--- src/rtl/fetch_controller_if.sv ---
// -----------------------------------------------------------------------------
// fetch_controller_if
// Instruction-memory request/acknowledge bus between the fetch sequencer
// (master) and the instruction memory port (slave).
//   req    master->slave  fetch request, held until ack
//   addr   master->slave  fetch address, stable while req=1
//   ack    slave->master  request accepted, rdata valid in the same cycle
//   rdata  slave->master  fetched instruction word
// -----------------------------------------------------------------------------
interface fetch_controller_if #(
  parameter int unsigned DATA_W = 32
) ();
  logic              req;
  logic [DATA_W-1:0] addr;
  logic              ack;
  logic [DATA_W-1:0] rdata;

  modport master (
    output req,
    output addr,
    input  ack,
    input  rdata
  );

  modport slave (
    input  req,
    input  addr,
    output ack,
    output rdata
  );
endinterface : fetch_controller_if

--- src/rtl/fetch_controller.sv ---
// -----------------------------------------------------------------------------
// fetch_controller
// Instruction-fetch sequencer. Owns the fetch PC, issues one instruction-memory
// request at a time, and hands fetched words to decode through a primary entry
// backed by a one-deep skid entry. Applies X/M redirects (M wins), including
// redirects that land while a request is outstanding, drives pipeline flushes,
// and parks the front end on halt until reset.
//
// Ports
//   clk           clock, all state on the rising edge
//   rst           asynchronous active-high reset
//   imem          instruction-memory bus (master side)
//   hlt_i         halt request (level)
//   stall_i       decode not accepting the primary entry
//   ct_taken_x_i  execute-stage redirect,  ct_pc_x_i its target
//   ct_taken_m_i  memory-stage redirect,   ct_pc_m_i its target (overrides X)
//   if_valid_o    primary entry valid
//   if_ir_o       primary instruction word
//   if_pc_o       primary instruction address
//   flush_d_o     kill decode-stage instruction
//   flush_x_o     kill execute-stage instruction
//   halted_o      front end parked
// -----------------------------------------------------------------------------
module fetch_controller #(
  parameter int unsigned        DATA_W   = 32,
  parameter logic [DATA_W-1:0]  RESET_PC = '0
) (
  input  logic               clk,
  input  logic               rst,
  fetch_controller_if.master imem,
  input  logic               hlt_i,
  input  logic               stall_i,
  input  logic               ct_taken_x_i,
  input  logic [DATA_W-1:0]  ct_pc_x_i,
  input  logic               ct_taken_m_i,
  input  logic [DATA_W-1:0]  ct_pc_m_i,
  output logic               if_valid_o,
  output logic [DATA_W-1:0]  if_ir_o,
  output logic [DATA_W-1:0]  if_pc_o,
  output logic               flush_d_o,
  output logic               flush_x_o,
  output logic               halted_o
);

  typedef enum logic [1:0] {
    IDLE  = 2'd0,
    FETCH = 2'd1,
    FULL  = 2'd2,
    HALT  = 2'd3
  } state_t;

  state_t            state_q, state_d;
  logic [DATA_W-1:0] pc_q, pc_d;
  logic [DATA_W-1:0] pend_pc_q, pend_pc_d;
  logic              discard_q, discard_d;
  logic              prim_v_q, prim_v_d;
  logic [DATA_W-1:0] prim_ir_q, prim_ir_d;
  logic [DATA_W-1:0] prim_pc_q, prim_pc_d;
  logic              skid_v_q, skid_v_d;
  logic [DATA_W-1:0] skid_ir_q, skid_ir_d;
  logic [DATA_W-1:0] skid_pc_q, skid_pc_d;

  logic              redirect;
  logic [DATA_W-1:0] target;
  logic              consume;
  logic              halt_go;

  // Sequential fetch address; wraps naturally at 2^DATA_W.
  function automatic logic [DATA_W-1:0] pc_inc(input logic [DATA_W-1:0] a);
    return a + DATA_W'(4);
  endfunction

  assign redirect = ct_taken_m_i | ct_taken_x_i;
  assign target   = ct_taken_m_i ? ct_pc_m_i : ct_pc_x_i;
  assign consume  = prim_v_q & ~stall_i;
  // An outstanding request is never abandoned: halt waits for its ack.
  assign halt_go  = hlt_i & ((state_q != FETCH) | imem.ack);

  always_comb begin
    state_d   = state_q;
    pc_d      = pc_q;
    pend_pc_d = pend_pc_q;
    discard_d = discard_q;
    prim_v_d  = prim_v_q;
    prim_ir_d = prim_ir_q;
    prim_pc_d = prim_pc_q;
    skid_v_d  = skid_v_q;
    skid_ir_d = skid_ir_q;
    skid_pc_d = skid_pc_q;

    // Decode takes the primary entry; the skid entry (if any) moves up.
    if (consume) begin
      prim_v_d = skid_v_q;
      skid_v_d = 1'b0;
      if (skid_v_q) begin
        prim_ir_d = skid_ir_q;
        prim_pc_d = skid_pc_q;
      end
    end

    case (state_q)
      IDLE: begin
        state_d = FETCH;
        if (redirect) pc_d = target;
      end
      FETCH: begin
        if (imem.ack) begin
          if (redirect) begin
            pc_d      = target;
            discard_d = 1'b0;
          end else if (discard_q) begin
            // Word belongs to the path abandoned by an earlier redirect.
            pc_d      = pend_pc_q;
            discard_d = 1'b0;
          end else begin
            pc_d = pc_inc(pc_q);
            if (!prim_v_d) begin
              prim_v_d  = 1'b1;
              prim_ir_d = imem.rdata;
              prim_pc_d = pc_q;
            end else begin
              skid_v_d  = 1'b1;
              skid_ir_d = imem.rdata;
              skid_pc_d = pc_q;
              state_d   = FULL;
            end
          end
        end else if (redirect) begin
          // Latest redirect wins; target applied once the pending ack arrives.
          discard_d = 1'b1;
          pend_pc_d = target;
        end
      end
      FULL: begin
        if (redirect) begin
          pc_d    = target;
          state_d = FETCH;
        end else if (consume) begin
          state_d = FETCH;
        end
      end
      HALT: begin
        state_d = HALT;
      end
      default: begin
        state_d = IDLE;
      end
    endcase

    if ((state_q != HALT) && redirect) begin
      prim_v_d = 1'b0;
      skid_v_d = 1'b0;
    end

    // Halt overrides any redirect at the same edge and drops acked data.
    if ((state_q == HALT) || halt_go) begin
      state_d   = HALT;
      pc_d      = RESET_PC;
      discard_d = 1'b0;
      prim_v_d  = 1'b0;
      skid_v_d  = 1'b0;
    end
  end

  always_ff @(posedge clk or posedge rst) begin
    if (rst) begin
      state_q   <= IDLE;
      pc_q      <= RESET_PC;
      pend_pc_q <= RESET_PC;
      discard_q <= 1'b0;
      prim_v_q  <= 1'b0;
      prim_ir_q <= '0;
      prim_pc_q <= '0;
      skid_v_q  <= 1'b0;
      skid_ir_q <= '0;
      skid_pc_q <= '0;
    end else begin
      state_q   <= state_d;
      pc_q      <= pc_d;
      pend_pc_q <= pend_pc_d;
      discard_q <= discard_d;
      prim_v_q  <= prim_v_d;
      prim_ir_q <= prim_ir_d;
      prim_pc_q <= prim_pc_d;
      skid_v_q  <= skid_v_d;
      skid_ir_q <= skid_ir_d;
      skid_pc_q <= skid_pc_d;
    end
  end

  assign imem.req   = (state_q == FETCH);
  assign imem.addr  = pc_q;
  assign if_valid_o = prim_v_q;
  assign if_ir_o    = prim_ir_q;
  assign if_pc_o    = prim_pc_q;
  assign flush_d_o  = redirect;
  assign flush_x_o  = ct_taken_m_i;
  assign halted_o   = (state_q == HALT);

endmodule : fetch_controller

--- src/flat_wrapper.sv ---
// flat-port wrapper written by rule: the top's interface ports become plain ports
module fetch_controller_flat 
#(
  parameter int unsigned        DATA_W   = 32,
  parameter logic [DATA_W-1:0]  RESET_PC = '0
)
  (clk, rst, hlt_i, stall_i, ct_taken_x_i, ct_pc_x_i, ct_taken_m_i, ct_pc_m_i, if_valid_o, if_ir_o, if_pc_o, flush_d_o, flush_x_o, halted_o, imem_req, imem_addr, imem_ack, imem_rdata);
  fetch_controller_if #(.DATA_W(DATA_W)) imem_i ();
  input  logic clk;
  input  logic rst;
  input  logic hlt_i;
  input  logic stall_i;
  input  logic ct_taken_x_i;
  input  logic [DATA_W-1:0] ct_pc_x_i;
  input  logic ct_taken_m_i;
  input  logic [DATA_W-1:0] ct_pc_m_i;
  output logic if_valid_o;
  output logic [DATA_W-1:0] if_ir_o;
  output logic [DATA_W-1:0] if_pc_o;
  output logic flush_d_o;
  output logic flush_x_o;
  output logic halted_o;
  output wire logic [$bits(imem_i.req)-1:0] imem_req;
  output wire logic [$bits(imem_i.addr)-1:0] imem_addr;
  input wire logic [$bits(imem_i.ack)-1:0] imem_ack;
  input wire logic [$bits(imem_i.rdata)-1:0] imem_rdata;
  assign imem_req = imem_i.req;
  assign imem_addr = imem_i.addr;
  assign imem_i.ack = imem_ack;
  assign imem_i.rdata = imem_rdata;
  fetch_controller #(.DATA_W(DATA_W), .RESET_PC(RESET_PC)) u_core (.clk(clk), .rst(rst), .imem(imem_i), .hlt_i(hlt_i), .stall_i(stall_i), .ct_taken_x_i(ct_taken_x_i), .ct_pc_x_i(ct_pc_x_i), .ct_taken_m_i(ct_taken_m_i), .ct_pc_m_i(ct_pc_m_i), .if_valid_o(if_valid_o), .if_ir_o(if_ir_o), .if_pc_o(if_pc_o), .flush_d_o(flush_d_o), .flush_x_o(flush_x_o), .halted_o(halted_o));
endmodule
--- config.mk ---
export PLATFORM = sky130hd
export DESIGN_NAME = fetch_controller_flat
export DESIGN_NICKNAME = d
export VERILOG_FILES = /design/src/rtl/fetch_controller_if.sv /design/src/rtl/fetch_controller.sv /design/src/flat_wrapper.sv
export SDC_FILE = /design/constraint.sdc
export NUM_CORES = 1
export LEC_CHECK = 0
export CORE_MARGIN = 2
export CORE_UTILIZATION = 55
export CTS_CLUSTER_SIZE = 16
export DETAILED_ROUTE_END_ITERATION = 10
export PLACE_DENSITY_LB_ADDON = 0.05
export SYNTH_ARGS = -nofsm -noshare
export SYNTH_HDL_FRONTEND = slang
export SYNTH_SLANG_ARGS = --single-unit
export TNS_END_PERCENT = 100
--- constraint.sdc ---
create_clock -name clk -period 12.05 [get_ports clk]
set_clock_uncertainty 0.05 [all_clocks]
set_input_delay 1.205 -clock clk [delete_from_list [all_inputs] [get_ports clk]]
set_output_delay 1.205 -clock clk [all_outputs]
set_load 0.02 [all_outputs]
* After elaboration in Yosys (flattened, before gate mapping)
Index checks and enable logic that the tools add are counted.
W data, S select, Z words.
** Word-level totals
- Bits in registers :: 197
- Input port bits :: 103
- Output and inout port bits :: 101
- Logic and storage cells :: 90
** Cells by class
- $add $sub $neg :: 1
- Equal/unequal tests :: 11
- Muxes and demuxes :: 48
- Bitwise logic cells :: 8
- Reduce and logical (&&, ||, !) cells :: 12
** Operator list (count)
- $mux W32 :: 20
- $pmux W32 S2 :: 1
- $add A32 B3 Y32 const B :: 1
- $mux W1 :: 19
- $mux W2 :: 7
- $reduce_and A5 Y1 :: 2
- $ne A3 B1 Y1 const B :: 3
- $pmux W2 S4 :: 1
- $ne A3 B3 Y1 const B :: 2
- $reduce_and A3 Y1 :: 2
- $reduce_bool A3 Y1 :: 2
- $eq A2 B2 Y1 const B :: 2
- $ne A4 B1 Y1 const B :: 1
- $not A1 Y1 :: 4
- $and A1 B1 Y1 :: 2
- $eq A2 B1 Y1 const B :: 1
- $logic_not A2 Y1 :: 1
- $ne A2 B1 Y1 const B :: 1
- $ne A2 B2 Y1 const B :: 1
- $or A1 B1 Y1 :: 2
- $reduce_and A2 Y1 :: 1
- $reduce_bool A2 Y1 :: 1
- $reduce_or A2 Y1 :: 1
- $logic_and A1 B1 Y1 :: 1
- $logic_or A1 B1 Y1 :: 1

* Depth between registers and ports, before layout
- Depth after elaboration :: 10
- Gate-level depth with buffers :: 8
- Mapped depth without buffers :: 6

* Worst setup path after synthesis
No wires, ideal clock.
- Path type :: input-to-output
- Start :: in ct_taken_m_i
- End :: out flush_d_o
- Arrival time :: 1593 ps
- Data required time :: 10795 ps
- Setup slack :: 9202 ps
- Cell stages on the path :: 2
- Buffers on the path :: 0
- Cells stage by stage :: nor2_1 inv_1
** On the way
- Longest elaborated chain between the ends :: 1
** RTL lines
- from (decl) :: line flat_wrapper.sv:15 : input logic ct_taken_m_i;
- $or A1 B1 Y1 :: line fetch_controller.sv:73 : assign redirect = ct_taken_m_i | ct_taken_x_i;
- to (decl) :: line flat_wrapper.sv:20 : output logic flush_d_o;
No other way between the ends.

* Worst setup path after layout
Same ends and word-level chain as after synthesis.

==> reports/results.ini <==
[setup_path]
cp_slowest_cell = buf_2
cp.arrival_ps = 3040
worstSetupPathType = primary input to output pin
rrSetupSlack_ps = 9000
cp.required_ps = 10800
worstSetupStartpointType = primary input
max_stage_delay_ps = 710
critPathBufInv = 3
r2r-start = u_core.state_q[0]
crit_family = buffers and inverters
worstPathMaxFanout = 41
r2r_end = u_core.if_pc_o[30]
endpoint_kind = output pin
crit_chain = buf_2 -> nor2_1 -> inv_1 -> clkdlybuf4s50_1
ff2ff_path_depth = 7

[clocking]
cts-buffers-inserted = 17
cts_tree = built
cts.sinks = 197
clk_latency_ps = 430
htreeDepth = 4
clk_pin_slew_worst_paths_ps = 70
post_cts_resized = 0
cts_hold_buf = 0
clockBufferDepth = 2
cts_setup_buffers = 0
cts_root_buf = clkbuf_16

[pwr]
p_per_area_nw_per_um2 = 192
ir_worst_vdd_uv = 116
fin_total_pwr_mw = 2.37
leakagePower_nw = 6.06

[place]
gp_congestion = 0.810
hpwl_mm = 15.2
io_buffers = 203
place_inst = 1275

[yosys]
yosys.area.top_type = dfrtp_1
synthDistinctLibCells = 63
syn-instance-count = 897
synth_top_flop_cell = dfrtp_1
synth_area_leaders = dfrtp_1, mux2i_1, mux2_1
synth_seq_area_share_pct = 50.5
yosys_register_bits = 197
syn_nets = 1001
syn_area_per_cell_um2 = 10.9
synth_top_area_share_pct = 50.5
yosysWarnings = 0
synth-edff-count = 0
synth.cell_area_um2 = 9770
async_flop_share_pct = 100

[timing]
fin_crit_ps = 4290
post-route-period-util_pct = 35.6
relSlewSlack_pct = 24.2
setup_viol = 0
max_freq_mhz = 233
worstMarginPinSlew_ps = 1120
rsz0062_at_grt = no
maxSlewViolCount = 0
hold_ws_ps = 427
hold_viol_final = 0
final.setup.tns_ps = 0

[floorplan]
die_y_um = 137
initial_core_util_pct = 56.3
dieWidth_um = 137
dieArea_um2 = 18800
pin_count = 204
fp.coreArea_um2 = 17400
rows = 48

[routing]
antenna_left = 0
via_per_inst = 5.59
drc = 0
via_count = 7303
drtIter0Drc = 485
drt-total-wl_mm = 22.4
routedWlPerCell_um = 17.1
drtPass1Iterations = 7

[final_layout]
antenna_cells = 0
nets = 1173
fin_cells = 1307
layout-drive-gt1-share_pct = 9.15
fill_cells = 1370
area_growth_pct = 26.4

[run_status]
status = finished, final reports clean

[min_path]
min_path_type = register to register
holdCritStartpoint = u_core.pend_pc_q[21]
whs_path_depth = 2
min_to = u_core.pend_pc_q[21]

[global_routing]
antenna_found_initial = 0
grt_start_max_net_pins = 128
grt_pass1_wl_mm = 35.5
grt_usage_pct = 24.1
grt_pass1_vias = 6993
grt-ovfl-total = 0

[run]
maxCapViolations = 0

## power by group
group          internal (mW)  switching, mW
sequential             0.836          0.130
clock                  0.292          0.254
combinational          0.414          0.438
## metal layers
metal	wire [µm]	vias to the layer above	part of all wire [%]	track usage, %
met5	0	-	0	0
met1	10500	3491	47	34.1
met2	10300	215	46	37.8
li1	-	3573	-	-
met3	1360	24	6.1	5.08
met4	284	0	1.3	6.76
## synth_stat cells (all sizes together), types with 3 or more instances
library cell  count
dfrtp           197
nor2             92
mux2i            90
a21oi            87
mux2             73
nand2            60
o21ai            57
buf              37
clkbuf           24
nand3            22
inv              16
a22o             12
a31oi            10
nor3             10
a21o              9
and3              8
nand4             8
o311a             7
o31ai             6
a31o              5
a32o              5
a221o             4
and2              4
nor2b             4
o22ai             4
xnor2             4
nand2b            3
xor2              3
## logic make-up after synthesis
family	after synthesis	synth area share, %
AO/OA/AOI/OAI	224	14.9
adder cells (fa/ha/maj)	1	0.128
flip-flops	197	50.5
AND/OR/NAND/NOR	228	11.6
buffers and inverters	77	4.68
multiplexers	163	17.6
XOR/XNOR	7	0.628
## worst register-to-register path, cell delays in order (launching register included)
cell	delay, ps
dfrtp_1	490
or3b_1	370
buf_4	270
nor4b_4	400
nand2_4	400
buf_4	630
nor2_1	230
a21oi_1	70
## flip-flops by register name, indices dropped and copies added, names as in the netlist
signal	count
u_core.discard_q	1
u_core.if_ir_o	32
u_core.if_pc_o	32
u_core.if_valid_o	1
u_core.imem.addr	32
u_core.pend_pc_q	32
u_core.skid_ir_q	32
u_core.skid_pc_q	32
u_core.skid_v_q	1
u_core.state_q	2
## worst max path at each step
| stage | start | to | slack [ps] | cells after the start |
|---|---|---|---|---|
| 2_1_floorplan | rst | u_core.discard_q | 5430 | 1 |
| 3_3_place_gp | ct_taken_m_i | flush_d_o | 7740 | 4 |
| 3_5_place_dp | ct_taken_m_i | u_core.if_pc_o[30] | 7650 | 8 |
| 4_1_cts | ct_taken_m_i | flush_d_o | 7720 | 4 |
| 5_1_grt | ct_taken_m_i | flush_d_o | 7620 | 4 |
| 6_report | ct_taken_m_i | flush_d_o | 7760 | 4 |
## cell usage in the layout, fill, tap and decap left out, types with 12 or more instances in the layout
| master | n |
|---|---|
| mux2i_1 | 90 |
| nand3_1 | 22 |
| a21oi_2 | 19 |
| a21oi_1 | 68 |
| nand2_1 | 59 |
| nor2_2 | 15 |
| nor2_1 | 75 |
| clkdlybuf4s50_1 | 202 |
| inv_1 | 15 |
| a22o_1 | 12 |
| dfrtp_1 | 197 |
| o21ai_0 | 56 |
| clkbuf_16 | 17 |
| mux2_1 | 64 |
## cell type report
type | instances | area, µm² | area share [%]
inverters | 16 | 67.6 | 0.547
clock inverters | 14 | 128 | 1.03
multi-input cells | 623 | 4390 | 35.6
flip-flops and latches | 197 | 4930 | 39.9
clock buffers | 18 | 439 | 3.56
well taps | 225 | 282 | 2.28
repair buffers | 214 | 2110 | 17.1
## through the flow
step           setup WS [ps]  utilization [%]  instance area [µm²]
3_3_place_gp            7740             67.9                11800
5_1_grt                 7620             71.1                12300
3_5_place_dp            7650             67.9                11800
2_1_floorplan           5430                -                 9770
4_1_cts                 7720             71.1                12300
6_report                7760             71.1                12300
Power figures use the tool's default switching activity.
